File: src/rtl/req_enc_pkg.sv
// Shared constants for the registered request encoder: default widths and
// the two-state grant FSM encoding.
package req_enc_pkg;

    localparam int WIDTH_DEF  = 16;
    localparam int CODE_W_DEF = 4;

    localparam logic [0:0] ST_IDLE = 1'b0;
    localparam logic [0:0] ST_HOLD = 1'b1;

endpackage : req_enc_pkg

File: src/rtl/prio_enc16.sv
// Combinational priority encoder: index of the highest set bit plus an
// any-set flag. Higher indices win.
module prio_enc16
    import req_enc_pkg::*;
#(
    parameter int WIDTH  = WIDTH_DEF,
    parameter int CODE_W = CODE_W_DEF
) (
    input  logic [WIDTH-1:0]  bits,
    output logic [CODE_W-1:0] idx,
    output logic              any
);

    // Ascending scan: the last hit is the highest set index.
    always_comb begin
        idx = '0;
        any = 1'b0;
        for (int i = 0; i < WIDTH; i++) begin
            if (bits[i]) begin
                idx = CODE_W'(i);
                any = 1'b1;
            end
        end
    end

endmodule : prio_enc16

File: src/rtl/req_encoder16x4.sv
// Registered priority encoder with sticky pending requests and a
// valid/ack handshake; one grant is held until acknowledged.
module req_encoder16x4
    import req_enc_pkg::*;
#(
    parameter int WIDTH  = WIDTH_DEF,
    parameter int CODE_W = CODE_W_DEF
) (
    input  logic              clk,
    input  logic              rst_n,
    input  logic              en,
    input  logic [WIDTH-1:0]  req,
    input  logic              ack,
    output logic [CODE_W-1:0] code,
    output logic              valid,
    output logic [WIDTH-1:0]  pending,
    output logic              none
);

    // Handshake: valid rises with a new code and both stay frozen until a
    // cycle where valid and ack are both high; ack while valid is low has
    // no effect.

    logic [0:0]        state;
    logic [CODE_W-1:0] sel_idx;
    logic              sel_any;
    logic [WIDTH-1:0]  req_gated;
    logic [WIDTH-1:0]  pend_collect;
    logic [WIDTH-1:0]  pend_release;

    prio_enc16 #(
        .WIDTH  (WIDTH),
        .CODE_W (CODE_W)
    ) u_prio (
        .bits (pending),
        .idx  (sel_idx),
        .any  (sel_any)
    );

    assign req_gated    = req & {WIDTH{en}};
    assign pend_collect = pending | req_gated;
    // A fresh request on the granted line re-arms it over the clear.
    assign pend_release = (pending & ~(WIDTH'(1) << code)) | req_gated;

    always_ff @(posedge clk) begin
        if (!rst_n) begin
            state   <= ST_IDLE;
            pending <= '0;
            code    <= '0;
            valid   <= 1'b0;
        end else begin
            case (state)
                ST_IDLE: begin
                    pending <= pend_collect;
                    // Selection uses pending before this edge's requests.
                    if (en && sel_any) begin
                        code  <= sel_idx;
                        valid <= 1'b1;
                        state <= ST_HOLD;
                    end
                end
                ST_HOLD: begin
                    if (ack) begin
                        pending <= pend_release;
                        valid   <= 1'b0;
                        state   <= ST_IDLE;
                    end else begin
                        pending <= pend_collect;
                    end
                end
                default: begin
                    state <= ST_IDLE;
                    valid <= 1'b0;
                end
            endcase
        end
    end

    assign none = (pending == '0) && !valid;

endmodule : req_encoder16x4

File: config.mk
export PLATFORM = sky130hd
export DESIGN_NAME = req_encoder16x4
export DESIGN_NICKNAME = d
export VERILOG_FILES = /design/src/rtl/req_enc_pkg.sv /design/src/rtl/prio_enc16.sv /design/src/rtl/req_encoder16x4.sv
export SDC_FILE = /design/constraint.sdc
export NUM_CORES = 1
export LEC_CHECK = 0
export CAP_MARGIN = 30
export CORE_UTILIZATION = 45
export DETAILED_ROUTE_END_ITERATION = 16
export DONT_BUFFER_PORTS = 1
export HOLD_SLACK_MARGIN = 0.02
export REMOVE_ABC_BUFFERS = 1
export SLEW_MARGIN = 20
export SYNTH_ARGS = -nofsm -noshare
export SYNTH_HDL_FRONTEND = slang
export SYNTH_HIERARCHICAL = 1
export SYNTH_SLANG_ARGS = --single-unit
File: constraint.sdc
create_clock -name clk -period 3.4 [get_ports clk]
set_clock_uncertainty 0.2 [all_clocks]
set_input_delay 0.85 -clock clk [delete_from_list [all_inputs] [get_ports clk]]
set_output_delay 0.85 -clock clk [all_outputs]
set_load 0.02 [all_outputs]
---- After elaboration in Yosys (flattened, before gate mapping) ----
Index checks and enable logic that the tools add are counted.
word-level totals
  flip-flop bits (word level) ............. 22
  input bits .............................. 20
  output and inout bits ................... 22
cells by class
  eq/ne operators ......................... 2
  shift-type cells ........................ 1
  muxes and demuxes ....................... 39
  bitwise logic cells ..................... 6
  reduce and logical (&&, ||, !) cells .... 6
operator list
  cell                                               number
  bitwise AND 16 bit                                 2
  2-to-1 mux 4 bit                                   8
  OR 16 bit                                          2
  one-hot mux 16 bit (2 select lines)                1
  2-to-1 mux 1 bit                                   21
  logical NOT 16 bit                                 1
  2-to-1 mux 16 bit                                  1
  inverter 16 bit                                    1
  << shifter 1 x 4 -> 16 bit (first input constant)  1
  2-to-1 mux 3 bit                                   4
  2-to-1 mux 2 bit                                   2
  inequality test 2 bit (second input constant)      2
  one-hot mux 1 bit (2 select lines)                 2
  AND reduction 2 bit                                2
  logical AND 1 bit                                  2
  logical NOT 1 bit                                  1
  inverter 1 bit                                     1

---- Logic depth before layout (Yosys ltp) ----
  depth after elaboration ................. 19
  gate-level depth with buffers ........... 5
  mapped depth without buffers ............ 5

---- Modules after synthesis ----
Netlist, hierarchy kept.
modules (own cells, without submodules)
  module           times used  cells each  area an instance (um^2)  seq. area each (um^2)
  req_encoder16x4  1           105         943.4                    440.4
  prio_enc16       1           29          161.4                    0.0

---- Worst setup path before layout ----
No wires, ideal clock.
  kind .................................... reg-to-output
  from .................................... register pending[6]
  to ...................................... output port none
  arrival time ............................ 1419 ps
  required time ........................... 2350 ps
  slack ................................... 931 ps
  cell stages (with the launch flop) ...... 4
  path through ............................ dfxtp_1 nor4_1 nand4_1 nor4_1
between the ends
  word-level cells in the longest chain between the ends .. 2
ends and longest elaborated chain
  what                    RTL line               RTL
  start, declared         req_encoder16x4.sv:16  output logic [WIDTH-1:0] pending,
  start signal, assigned  req_encoder16x4.sv:54  pending <= pend_collect;
  start signal, assigned  req_encoder16x4.sv:64  pending <= pend_release;
  start signal, assigned  req_encoder16x4.sv:68  pending <= pend_collect;
  logical NOT 16 bit      req_encoder16x4.sv:79  assign none = (pending == '0) && !valid;
  logical AND 1 bit       req_encoder16x4.sv:79
  end, declared           req_encoder16x4.sv:17  output logic none
No other way between the ends.

---- Worst setup path after layout ----
  from .................................... register pending[10]
  to ...................................... output port none
The elaborated chain is that of the path after synthesis.

==> metrics.md <==
| Metric | Value |
|---|---|
| Critical path class | flop to primary output |
| Nets | between 150 and 200 |
| WP data required | between 2000 and 2500 ps |
| Slew headroom | 0.606 |
| Yosys reg bits | 22 |
| H-tree depth | 1 |
| Post-synth top area share | 0.399 |
| CTS clk-pin slew, worst paths | about 110 ps |
| First-pass GRT wire length | ~4.3 mm |
| Post-synth top area cell | dfxtp_1 |
| IO Count | 42 |
| Fill count | 244 |
| Reg-to-reg startpoint | pending[11] |
| Status | finished clean |
| WHS Path Cells | 2 |
| Final hold vios | 0 |
| Worst vdd ir | 223 µV |
| Total CTS buffers | 3 |
| Largest net degree at the start of global routing | 23 |
| Initial antenna violation count | 0 |
| Synthesized cell area | 1100 µm² |
| Synth Instances | 134 |
| Worst hold start | valid |
| Yosys cell types | 27 |
| Slew Limit Fails | 0 |
| Initial Util | 0.490 |
| Critical path, cell by cell | nor4_1, nand4_1, nor4_1, buf_4 |
| Sequential share of the synthesized area | 0.399 |
| YS warnings | 6 |
| Crit-path most repeated cell | nor4_1 |
| Startpoint types | flop |
| Via Count | 984 |
| PD cells | about 470 nW/µm² |
| Final wirelength | 2.72 mm |
| Crit Path Max Fanout | 6 |
| Crit end category | primary output |
| Share of layout cells above drive strength 1 | 0.0448 |
| Placeable core region | 2250 µm² |
| Synth top cells by count | dfxtp_1, nand2_1, a21boi_0 |
| Area contributors post-synth | dfxtp_1, a21boi_0, nand2_1, o21ai_0, nor4_1 |
| Met2 usage | 0.359 |
| CTS max path bufs | 2 |
| CTS Root Cell | clkbuf_4 |
| Hold Slack | 366 ps |
| CTS tree | built |
| PostCTS Resize Cnt | 0 |
| RSZ-0062 raised after global routing | no |
| Site Rows | 17 |
| Max Cap Violations | 0 |
| Slowest stage cell, crit path | dfxtp_1 |
| Post-CTS Hold Fix Bufs | 0 |
| First-pass DRT Iterations | 4 |
| Buffers on Ports | 0 |
| Ant diodes | 0 |
| Crit path from | pending[10] |
| Vias per cell | 6.07 |
| Pwr Total | 0.536 mW |
| Cells on worst reg2reg path | 5 |
| FFs w/ async S/R, synth | 0 |
| DIE WIDTH | 51.6 µm |
| Area Overhead vs Synth | 4.08% |
| Fmax | about 370 MHz |
| Top_reg_cell synth | dfxtp_1 |
| GR Overflow Total | 0 |
| Slew at the pin with the worst max-slew slack | ~590 ps |
| Final setup fails | 0 |
| CTS Sinks | 22 |
| Gr usage total | 0.217 |
| Detailed-route DRC error count | 0 |
| 1st-iter DRT viols | 24 |
| Fin crit period | 2690 ps |
| Critical path data arrival time | about 1600 ps |
| CP max stage delay | 430 ps |
| Placer Congestion | 0.764 |
| Post-CTS setup buffer count | 0 |
| Number of synthesized flops with an enable pin | 0 |
| Die Y | 51.6 µm |
| Crit path buf inv count | 1 |
| CP top delay family | simple AND/OR/NAND/NOR gates |
| Post-Syn Area per Cell | 8.24 µm² |
| Critical path depth | 4 |
| Number of global-route vias before repair | roughly 900 |
| GR Layer Usage met1 | 0.281 |
| Clock insertion delay at the later pin of the skew report | 300 ps |
| Fin crit share | 0.792 |
| Met3 Resource Use GR | 0.0439 |
| Hold crit path type | flop to flop |
| Routed WL per cell | roughly 17 µm |
| Setup TNS | 0 ps |
| LEAKAGE | ~0.4 nW |
| Die area | 2660 µm² |
| Busiest grt layer | met2 |
| Dpl hpwl | 2.00 mm |
| Final ANT Viol Nets | 0 |
[per-layer routing]
metal | wire (µm) | vias to the layer above
met5 | 0 | -
met4 | 12 | 0
met3 | 206 | 2
met2 | 1270 | 40
met1 | 1230 | 456
li1 | - | 486
[layout make-up]
class	count	area [µm²]	share of cell area
tap	28	35.0	0.0305
multi-input combinational	106	637	0.554
clock buffer	3	22.5	0.0196
timing repair buffer	1	7.51	0.00653
sequential	22	440	0.383
inverter	2	7.51	0.00653
[report_power, final]
| part | switching [mW] | internal, mW | total, mW |
|---|---|---|---|
| logic | 0.0380 | 0.0422 | 0.0802 |
| clock network | 0.0753 | 0.0413 | 0.117 |
| registers | 0.0605 | 0.278 | 0.339 |
| total | 0.174 | 0.362 | 0.536 |
[worst register-to-register path: cells and delay by family, from the launching register on]
kind	cells	cell delay, ps
DFF	1	450
muxes	1	210
and+or+nand+nor	4	1090
[cells by family after synthesis]
logic type	share of synthesized area
buffers and inverters	0.0249
AND/OR/NAND/NOR	0.304
AO/OA/AOI/OAI	0.237
flip-flops	0.399
multiplexers	0.0362
[sequential cells by signal, summed over array words and instances, names as in the netlist]
| register | flops |
|---|---|
| valid | 1 |
| code | 4 |
| state | 1 |
| pending | 16 |
[cell usage in the layout, fill, tap and decap left out, drive strengths merged]
cell	instances
a21boi	17
a21oi	1
a221o	1
a311oi	1
a31oi	1
buf	1
clkbuf	3
dfxtp	22
inv	2
mux2i	4
nand2	22
nand2b	7
nand3b	1
nand4	4
nand4b	2
nand4bb	1
nor2	9
nor2b	5
nor3	1
nor4	8
o211ai	1
o21ai	16
o31a	1
o31ai	1
or2	1
or3b	1
[metrics by stage]
stage	util	setup WS (ps)	instance area (µm²)	cells
finish	0.510	706	1150	162
global route	0.510	497	1150	162
floorplan	-	931	1080	130
detailed placement	0.500	1030	1130	159
CTS	0.510	666	1150	162
global placement	0.500	1030	1130	159
[path summary, 6_finish.rpt]
| check | endpoint | slack, ps |
|---|---|---|
| setup / recovery | none | 710 |
| hold / removal | valid | 370 |
| hold reg to reg | valid | 370 |
| setup reg to reg | code[1] | 1350 |
Power figures use the tool's default switching activity.
==> edit: new RTL, same settings <==
Reset style: asynchronous (`rst_n`), changed in one clocked block.
--- a/src/rtl/req_encoder16x4.sv
+++ b/src/rtl/req_encoder16x4.sv
@@ -42,7 +42,7 @@
     // A fresh request on the granted line re-arms it over the clear.
     assign pend_release = (pending & ~(WIDTH'(1) << code)) | req_gated;
 
-    always_ff @(posedge clk) begin
+    always_ff @(posedge clk or negedge rst_n) begin
         if (!rst_n) begin
             state   <= ST_IDLE;
             pending <= '0;
Formal check against the unedited RTL: differs if rst_n is asserted again (counterexample within 4 cycles, from zero or initial values and one cycle with rst_n low); with rst_n held inactive, the same outputs for 10 cycles.
==> edit against the unedited design <==
Sequential power up 5%. Cell count down 4.9%. Global-route usage up 1.4 points. Area after synthesis up 7.0%. First-iteration DRC count up 100%. Sequential cell count unchanged. Routed wire length up 8.5%. Register-to-register slack worse by 0.12 ns. Total power up 17%. Final area up 6.0%. Critical path depth unchanged. Worst setup slack worse by 0.10 ns.
==> edit: results (changes against the unedited design) <==
wl_met3_microns: 274  # +33%
avgRoutedWirePerCell_microns: 19.2  # +14%
hp-class: "input port to async pin"
cpPeakStageDelay_ns: 0.52  # +0.09 ns
dp_hpwl_microns: 2160  # +8.5%
h-tree-depth: 1  # unchanged
holdBufCountCts: 1  # +1
synthTopCellsByArea: "dfrtp_1, nand2_1, a22o_1"
outcome: "completed"
clk_pin_slew_ns: 0.13  # +0.02 ns
syn_inst: 124  # -7.5%
r2r_end: "code[1]"
hold_ws_ns: 0.274  # -0.0914 ns
crit_path_top_delay_cell: "dfrtp_1"
rr_startpoint: "pending[11]"
synthArstFlopShare_pct: 100  # +100 points
grtUsageMet1_pct: 31.3  # +3.2 points
place_area_sq_um: 1160  # +3.0%
grt_use_met3_pct: 6.03  # +1.6 points
relSlewSlack_pct: 65.1  # +4.5 points
ys_types: 30  # +11%
nNetsFinal: 145  # -7.1%
synth.mux.area_fraction_pct: 3.81  # +0.19 points
clkLatencyLatePin_ns: 0.32  # +0.02 ns
setup_slack_ns: 0.601  # -0.104 ns
place_ws_ns: 0.957  # -0.0758 ns
drive_gt1_share_pct: 9.68  # +5.2 points
arrival_ns: 1.75  # +0.11 ns
wl_met2_microns: 1340  # +5.7%
viasPerCell: 6.28  # +3.4%
grt_util_all_layers_pct: 23.0  # +1.4 points
vdd_drop_max_mv: 0.539  # +140%
dp.cells: 149  # -6.3%
antenna_found_initial: 0  # unchanged
cts_root_buf: "clkbuf_4"
synth_compound_gate_area_share_pct: 14.6  # -9.1 points
wl_met1_microns: 1310  # +5.8%
rrSetupSlack_ns: 1.23  # -0.12 ns
path_max_fanout: 7  # +1
drt_iter0_drc: 48  # +100%
place_congestion: 0.843  # +10%
synth_common_cells: "dfrtp_1, nand2_1, nor2_1"
critPathLaunch: "pending[5]"
==> edit: changes by cell type in the layout (fill, tap and decap cells not counted), moves of 2 or more <==
cell,delta
o21ai_0,-7
dfxtp_1,-22
dfrtp_1,+22
nand3b_1,+5
a22o_1,+9
a21boi_0,-17
nor2b_1,-4
mux2i_1,-4
nand4b_1,-2
nand3_1,+5
mux2_2,+4
nand2b_1,-4
==> edit: final cells by class <==
type | instances | area [sq um]
inverter | 3 | 11.3
sequential | 22 | 551
multi-input combinational | 93 | 554
clock inverter | 1 | 30.0
tap | 30 | 37.5
clock buffer | 3 | 22.5
fill | 260 | 1260
timing repair buffer | 2 | 12.5
==> edit: report_power, final <==
part | leakage, nW | switching, mW | total [mW] | internal (mW)
sequential | 0.203 | 0.0753 | 0.357 | 0.282
clock | 0.0279 | 0.0834 | 0.203 | 0.119
combinational | 0.194 | 0.0348 | 0.0675 | 0.0326
